`config.mk`:
```
export PLATFORM = sky130hd
export DESIGN_NAME = eros_obi_arbiter
export DESIGN_NICKNAME = d
export VERILOG_FILES = /design/src/rtl/eros_obi_arbiter.sv
export SDC_FILE = /design/constraint.sdc
export NUM_CORES = 1
export LEC_CHECK = 0
export ABC_CLOCK_PERIOD_IN_PS = 5800
export CORE_AREA = 3 3 120 122
export DETAILED_ROUTE_END_ITERATION = 10
export DIE_AREA = 0 0 123 125
export PLACE_DENSITY = 0.59
export SYNTH_ARGS = -nofsm -noshare
export SYNTH_HDL_FRONTEND = slang
export SYNTH_SLANG_ARGS = --single-unit
export TNS_END_PERCENT = 50
```
`constraint.sdc`:
```
create_clock -name clk_i -period 5.8 [get_ports clk_i]
set_clock_uncertainty 0.15 [all_clocks]
set_input_delay 0.87 -clock clk_i [delete_from_list [all_inputs] [get_ports clk_i]]
set_output_delay 0.87 -clock clk_i [all_outputs]
set_load 0.02 [all_outputs]
```
`src/rtl/eros_obi_arbiter.sv`:
```
// rtl/eros_obi_arbiter.sv - Round-robin N:1 OBI arbiter with in-order response routing
// Optional stall counters: define EROS_OBI_ARB_PERF_EN.
package eros_obi_pkg;
  typedef struct packed {
    logic        req;
    logic        we;
    logic [3:0]  be;
    logic [31:0] addr;
    logic [31:0] wdata;
  } obi_req_t;

  typedef struct packed {
    logic        gnt;
    logic        rvalid;
    logic [31:0] rdata;
  } obi_resp_t;
endpackage

module eros_obi_arbiter
  import eros_obi_pkg::*;
#(
  parameter int NUM_MASTERS     = 2,
  parameter int MAX_OUTSTANDING = 2
) (
  input  logic      clk_i,
  input  logic      rst_i,
  input  obi_req_t  mst_req_i  [NUM_MASTERS],
  output obi_resp_t mst_resp_o [NUM_MASTERS],
  output obi_req_t  slv_req_o,
  input  obi_resp_t slv_resp_i,
`ifdef EROS_OBI_ARB_PERF_EN
  input  logic        perf_clr_i,
  output logic [31:0] stall_cnt_o [NUM_MASTERS],
`endif
  output logic      err_o
);
  localparam int IDX_W = (NUM_MASTERS > 2) ? $clog2(NUM_MASTERS) : 1;
  localparam int PTR_W = (MAX_OUTSTANDING > 1) ? $clog2(MAX_OUTSTANDING) : 1;
  localparam int CNT_W = $clog2(MAX_OUTSTANDING + 1);

  logic [IDX_W-1:0] rr_ptr_q, rr_ptr_d;
  logic             lock_q, lock_d;
  logic [IDX_W-1:0] lock_idx_q, lock_idx_d;
  logic [IDX_W-1:0] fifo_q [MAX_OUTSTANDING];
  logic [IDX_W-1:0] fifo_d [MAX_OUTSTANDING];
  logic [PTR_W-1:0] wr_ptr_q, wr_ptr_d, rd_ptr_q, rd_ptr_d;
  logic [CNT_W-1:0] cnt_q, cnt_d;
  logic             err_q, err_d;

  logic             win_vld, full, hs, pop;
  logic [IDX_W-1:0] win_idx, cand, head;

  always_comb begin
    win_vld = lock_q;
    win_idx = lock_idx_q;
    cand    = '0;
    if (!lock_q) begin
      for (int off = 0; off < NUM_MASTERS; off++) begin
        if (int'(rr_ptr_q) + off >= NUM_MASTERS) cand = IDX_W'(int'(rr_ptr_q) + off - NUM_MASTERS);
        else                                     cand = IDX_W'(int'(rr_ptr_q) + off);
        if (!win_vld && mst_req_i[cand].req) begin
          win_vld = 1'b1;
          win_idx = cand;
        end
      end
    end
  end

  assign full = (cnt_q == CNT_W'(MAX_OUTSTANDING));
  assign head = fifo_q[rd_ptr_q];

  always_comb begin
    if (!rst_i && win_vld && !full) begin
      slv_req_o = mst_req_i[win_idx];
    end else begin
      slv_req_o     = mst_req_i[0];
      slv_req_o.req = 1'b0;
    end
  end

  assign hs  = slv_req_o.req & slv_resp_i.gnt;
  assign pop = !rst_i && slv_resp_i.rvalid && (cnt_q != '0);

  always_comb begin
    for (int i = 0; i < NUM_MASTERS; i++) begin
      mst_resp_o[i].rdata  = slv_resp_i.rdata;
      mst_resp_o[i].gnt    = hs && (win_idx == IDX_W'(i));
      mst_resp_o[i].rvalid = pop && (head == IDX_W'(i));
    end
  end

  always_comb begin
    rr_ptr_d   = rr_ptr_q;
    lock_d     = lock_q;
    lock_idx_d = lock_idx_q;
    fifo_d     = fifo_q;
    wr_ptr_d   = wr_ptr_q;
    rd_ptr_d   = rd_ptr_q;
    cnt_d      = cnt_q;
    err_d      = err_q;
    if (hs) begin
      fifo_d[wr_ptr_q] = win_idx;
      wr_ptr_d = (wr_ptr_q == PTR_W'(MAX_OUTSTANDING - 1)) ? '0 : wr_ptr_q + 1'b1;
      rr_ptr_d = (win_idx == IDX_W'(NUM_MASTERS - 1)) ? '0 : win_idx + 1'b1;
      lock_d   = 1'b0;
    end else if (slv_req_o.req) begin
      // OBI forbids retracting an ungranted request, so pin the winner.
      lock_d     = 1'b1;
      lock_idx_d = win_idx;
    end
    if (pop) begin
      rd_ptr_d = (rd_ptr_q == PTR_W'(MAX_OUTSTANDING - 1)) ? '0 : rd_ptr_q + 1'b1;
    end
    case ({hs, pop})
      2'b10:   cnt_d = cnt_q + 1'b1;
      2'b01:   cnt_d = cnt_q - 1'b1;
      default: cnt_d = cnt_q;
    endcase
    if (slv_resp_i.rvalid && (cnt_q == '0)) err_d = 1'b1;
  end

  always_ff @(posedge clk_i) begin
    if (rst_i) begin
      rr_ptr_q   <= '0;
      lock_q     <= 1'b0;
      lock_idx_q <= '0;
      for (int i = 0; i < MAX_OUTSTANDING; i++) fifo_q[i] <= '0;
      wr_ptr_q   <= '0;
      rd_ptr_q   <= '0;
      cnt_q      <= '0;
      err_q      <= 1'b0;
    end else begin
      rr_ptr_q   <= rr_ptr_d;
      lock_q     <= lock_d;
      lock_idx_q <= lock_idx_d;
      fifo_q     <= fifo_d;
      wr_ptr_q   <= wr_ptr_d;
      rd_ptr_q   <= rd_ptr_d;
      cnt_q      <= cnt_d;
      err_q      <= err_d;
    end
  end

  assign err_o = err_q;

`ifdef EROS_OBI_ARB_PERF_EN
  logic [31:0] stall_cnt_q [NUM_MASTERS];
  logic [31:0] stall_cnt_d [NUM_MASTERS];

  always_comb begin
    for (int i = 0; i < NUM_MASTERS; i++) begin
      stall_cnt_d[i] = stall_cnt_q[i];
      if (perf_clr_i) begin
        stall_cnt_d[i] = '0;
      end else if (mst_req_i[i].req && !mst_resp_o[i].gnt && (stall_cnt_q[i] != 32'hFFFF_FFFF)) begin
        stall_cnt_d[i] = stall_cnt_q[i] + 32'd1;
      end
    end
  end

  always_ff @(posedge clk_i) begin
    if (rst_i) begin
      for (int i = 0; i < NUM_MASTERS; i++) stall_cnt_q[i] <= '0;
    end else begin
      stall_cnt_q <= stall_cnt_d;
    end
  end

  assign stall_cnt_o = stall_cnt_q;
`endif
endmodule

```
# == After elaboration in Yosys (flattened, before gate mapping) ==
# Index checks and enable logic that the tools add are counted.
# classes
add_sub_neg,8
order_cmp,8
eq_ne,3
mux,31
bitwise,9
n_reduce_logical,21
# ops
op,count
2-to-1 mux 70 bit,10
2-to-1 mux 1 bit,18
">= comparator 2 bit, second input constant",6
logical AND 1 bit,12
inverter 1 -> 2 bit,5
"== test 2 bit, second input constant",2
logical NOT 1 bit,4
case mux 2 bit (2 select lines),1
nonzero test 2 bit,2
"adder 1 bit, second input constant",3
inverter 1 bit,3
"adder 1 x 1 -> 2 bit, second input constant",1
"adder 2 x 1 -> 2 bit, second input constant",1
bitwise mux 2 bit,1
"== test 2 x 1 -> 1 bit, second input constant",1
">= comparator 1 x 2 -> 1 bit, second input constant",1
logical NOT 2 bit,1
"< comparator 2 x 1 -> 1 bit, second input constant",1
AND reduction 2 bit,1
OR reduction 2 bit,1
"subtractor 1 bit, second input constant",2
"subtractor 2 x 1 -> 2 bit, second input constant",1
AND 1 bit,1
demux 1 bit (select 1 bit),1
# word_totals
reg_bits,10
input_bits,176
word_cells,89

# == Logic depth before layout (Yosys ltp) ==
# logic_depth
ltp_word,22
ltp_mapped,7
mapped_depth_nobuf,7

# == Least setup slack after synthesis ==
# No wires, ideal clock.
# synth_path
path_kind,input -> output
start,input mst_req_i[69] (netlist name)
end,output mst_resp_o[67] (netlist name)
arrival_ps,2092
required_time_ps,4780
setup_slack_ps,2688
path_stages,4
n_path_buf,0
path_cell_list,mux2i_1 -> a2111oi_4 -> nand2_2 -> nor2_1
# synth_rtl
element,line,source
from (decl),27,"input obi_req_t mst_req_i [NUM_MASTERS],"
to (decl),28,"output obi_resp_t mst_resp_o [NUM_MASTERS],"

==> reports/qor.yml <==
hpwl_mm: 8.63
area_delta_synth_final_pct: 104
gp_congestion: 0.860
insertedDiodeCount: 0
route.detailed.drc: 0
final_net_count: 527
min_path_type: "reg -> reg"
cts_hold_buf: 0
power.leakage_uw: 0.00146
cp_slowest_stage_delay_ps: 620
grt_usage_pct: 11.8
synth_top_family_by_area: "multiplexers"
syn_area_sq_um: 1870
io_pins: 315
drv_cap: 0
swShare_pct: 31.1
finalHoldViolCount: 0
worstPathArrival_ps: 3660
synthAdderAreaFrac_pct: 0.669
cts_tree: "built"
drt-total-wl_mm: 9.97
critPathRequiredTime_ps: 4780
slew_violations: 0
synth_xor_area_share_pct: 1.41
clockBufferDepth: 2
crit_family: "buffers and inverters"
core_sq_um: 13300
syn_avg_cell_area_sq_um: 9.39
grt_max_degree: 70
setup_violations: 0
synth_nets: 376
crit_slowest_cell: "clkdlybuf4s50_1"
viasPerCell: 3.77
synth_mux_area_share_pct: 46.8
crit_buf_inv: 2
yosysUniqueCellTypes: 28
p_switching_uw: 167
p_seq_share_pct: 15.1
port_buffers: 218
dieWidth_microns: 123
ys_seq_area_share_pct: 10.7
p_comb_share_pct: 62.7
fin_setup_tns_ps: 0
rsz0062_at_grt: "false"
internal_power_uw: 370
total_power_uw: 537
first_pass_iters: 3
initial_core_util_pct: 14.1
synth_compound_area_share_pct: 4.15
drt_iter0_markers: 36
cts-buffers-inserted: 3
crit_top_cell: "clkdlybuf4s50_1"
status: "finished, final reports clean"
synth_seq_cells: 10
syn-instance-count: 199
p_clk_share_pct: 22.2
die-area_sq_um: 15400
critPathCaptureType: "output port"
synth_top_area_share_pct: 35.5
path_cells: "clkdlybuf4s50_1 > nor3_1 > nand2_4 > mux2_4 > clkdlybuf4s50_1"
synth-simple-area-share_pct: 7.63
grt_antenna_before_repair: 2
grt_pass1_wl_mm: 13.8
ir_drop_uv: 157
via_count: 1978
wl_per_cell_microns: 19.0
post_cts_buffers: 0
relSlewSlack_pct: 35.3
clk_pin_slew_ps: 40
row_count: 42
ys_warn_count: 0
finalCritPeriodShare_pct: 80.7
fmax_mhz: 214
clock_sinks: 10
clkLatencyLatePin_ps: 230
min_period_ps: 4680
yosysTopAreaCell: "mux2_2"
drive_above_1_share_pct: 21.8
worst_slew_pin_slew_ps: 970
critPathKind: "in -> out"
p_per_area_nw_per_um2: 141
clock-root-buffer: "clkbuf_16"
grt_pass1_vias: 2130
crit_fanout: 69
ant_nets: 0
grt.overflow.total: 0
synth_area_leaders: "mux2_2, buf_4, dfxtp_1"
fp.dieH_microns: 125
start_kind: "input pin"
htreeDepth: 1
timing.hold.ws_ps: 317
ctsResizeCount: 0
area by class of cell:
type	count	area, sq um
clock buffers	3	75.1
fillers	1376	9480
inverters	1	3.75
multi-input cells	116	1140
flip-flops and latches	10	200
well taps	176	220
repair buffers	218	2180
flip-flops by register name, indices dropped and copies added, names as in the netlist:
name	count
wr_ptr_q	1
rr_ptr_q	1
err_o	1
fifo_q	2
cnt_q	2
lock_idx_q	1
lock_q	1
rd_ptr_q	1
stage by stage:
| stage | instances | utilization (%) | worst slack [ps] | cell area (sq um) |
|---|---|---|---|---|
| finish | 524 | 28.7 | 1120 | 3820 |
| global route | 524 | 28.7 | 921 | 3820 |
| CTS | 524 | 28.7 | 1070 | 3820 |
| detailed placement | 521 | 28.2 | 1090 | 3740 |
| global placement | 521 | 28.2 | 1130 | 3740 |
| floorplan | 199 | - | 2690 | 1870 |
tightest hold or removal path, delay by kind of cell (launching register included):
family        cells  cell delay (ps)
flops             1              300
mux               1               60
simple gates      1               50
logic make-up (layout without fill, tap and decap cells):
family | count (synthesis) | count (layout)
AND/OR/NAND/NOR | 29 | 29
multiplexers | 75 | 75
adder cells (fa/ha/maj) | 1 | 1
buffers and inverters | 73 | 222
AO/OA/AOI/OAI | 8 | 8
XOR/XNOR | 3 | 3
flip-flops | 10 | 10
placed cells by master, fill, tap and decap left out, types with 3 or more instances in the layout:
cell | Yosys | layout
clkbuf_16 | 0 | 3
nand2_1 | 6 | 6
nor2_1 | 7 | 7
a21oi_1 | 3 | 3
dfxtp_1 | 10 | 10
mux2_2 | 59 | 59
nor2b_1 | 3 | 3
mux2i_1 | 6 | 6
clkdlybuf4s50_1 | 0 | 218
nor3_1 | 5 | 5
mux2_4 | 10 | 10
layer usage:
layer	share of wire (%)	global-route usage [%]	vias to the layer above
li1	-	-	922
met1	35	12.3	891
met2	44	19.1	146
met3	20	9.58	15
met4	1.1	1.37	4
met5	0.27	0	-
power by group through the flow:
stage          Sequential, uW  Clock [uW]  Combinational, uW
3_3_place_gp             81.5           0                338
6_report                 81.0         119                337
3_5_place_dp             82.1           0                338
2_1_floorplan            81.6           0                208
4_1_cts                  81.2         120                341
5_1_grt                  81.9         124                356
cell usage after synthesis:
cell and count:
nand3b_1 1, ha_1 1, o21ai_0 2, buf_4 64
inv_1 1, dfxtp_1 10, nor2b_1 3, mux2_4 10
a21oi_1 3, nand2_1 6, xor2_1 2, nor3_1 5
buf_6 2, xnor2_1 1, a2bb2oi_2 1, or3_1 1
nor2_1 7, and3_1 1, nand2b_1 1, buf_2 5
o211a_1 1, mux2_2 59, clkbuf_1 1, and2_1 1
a2111oi_4 1, nand3_1 1, mux2i_1 6, nand2_2 2
worst paths after layout:
path	cells past startpoint	endpoint	slack (ps)	start
max	5	slv_req_o[26]	1120	rst_i
min	2	fifo_q[0]	320	fifo_q[0]
max reg2reg	6	cnt_q[1]	3390	lock_idx_q
min reg2reg	2	fifo_q[0]	320	fifo_q[0]
(Power assumes the default switching activity.)
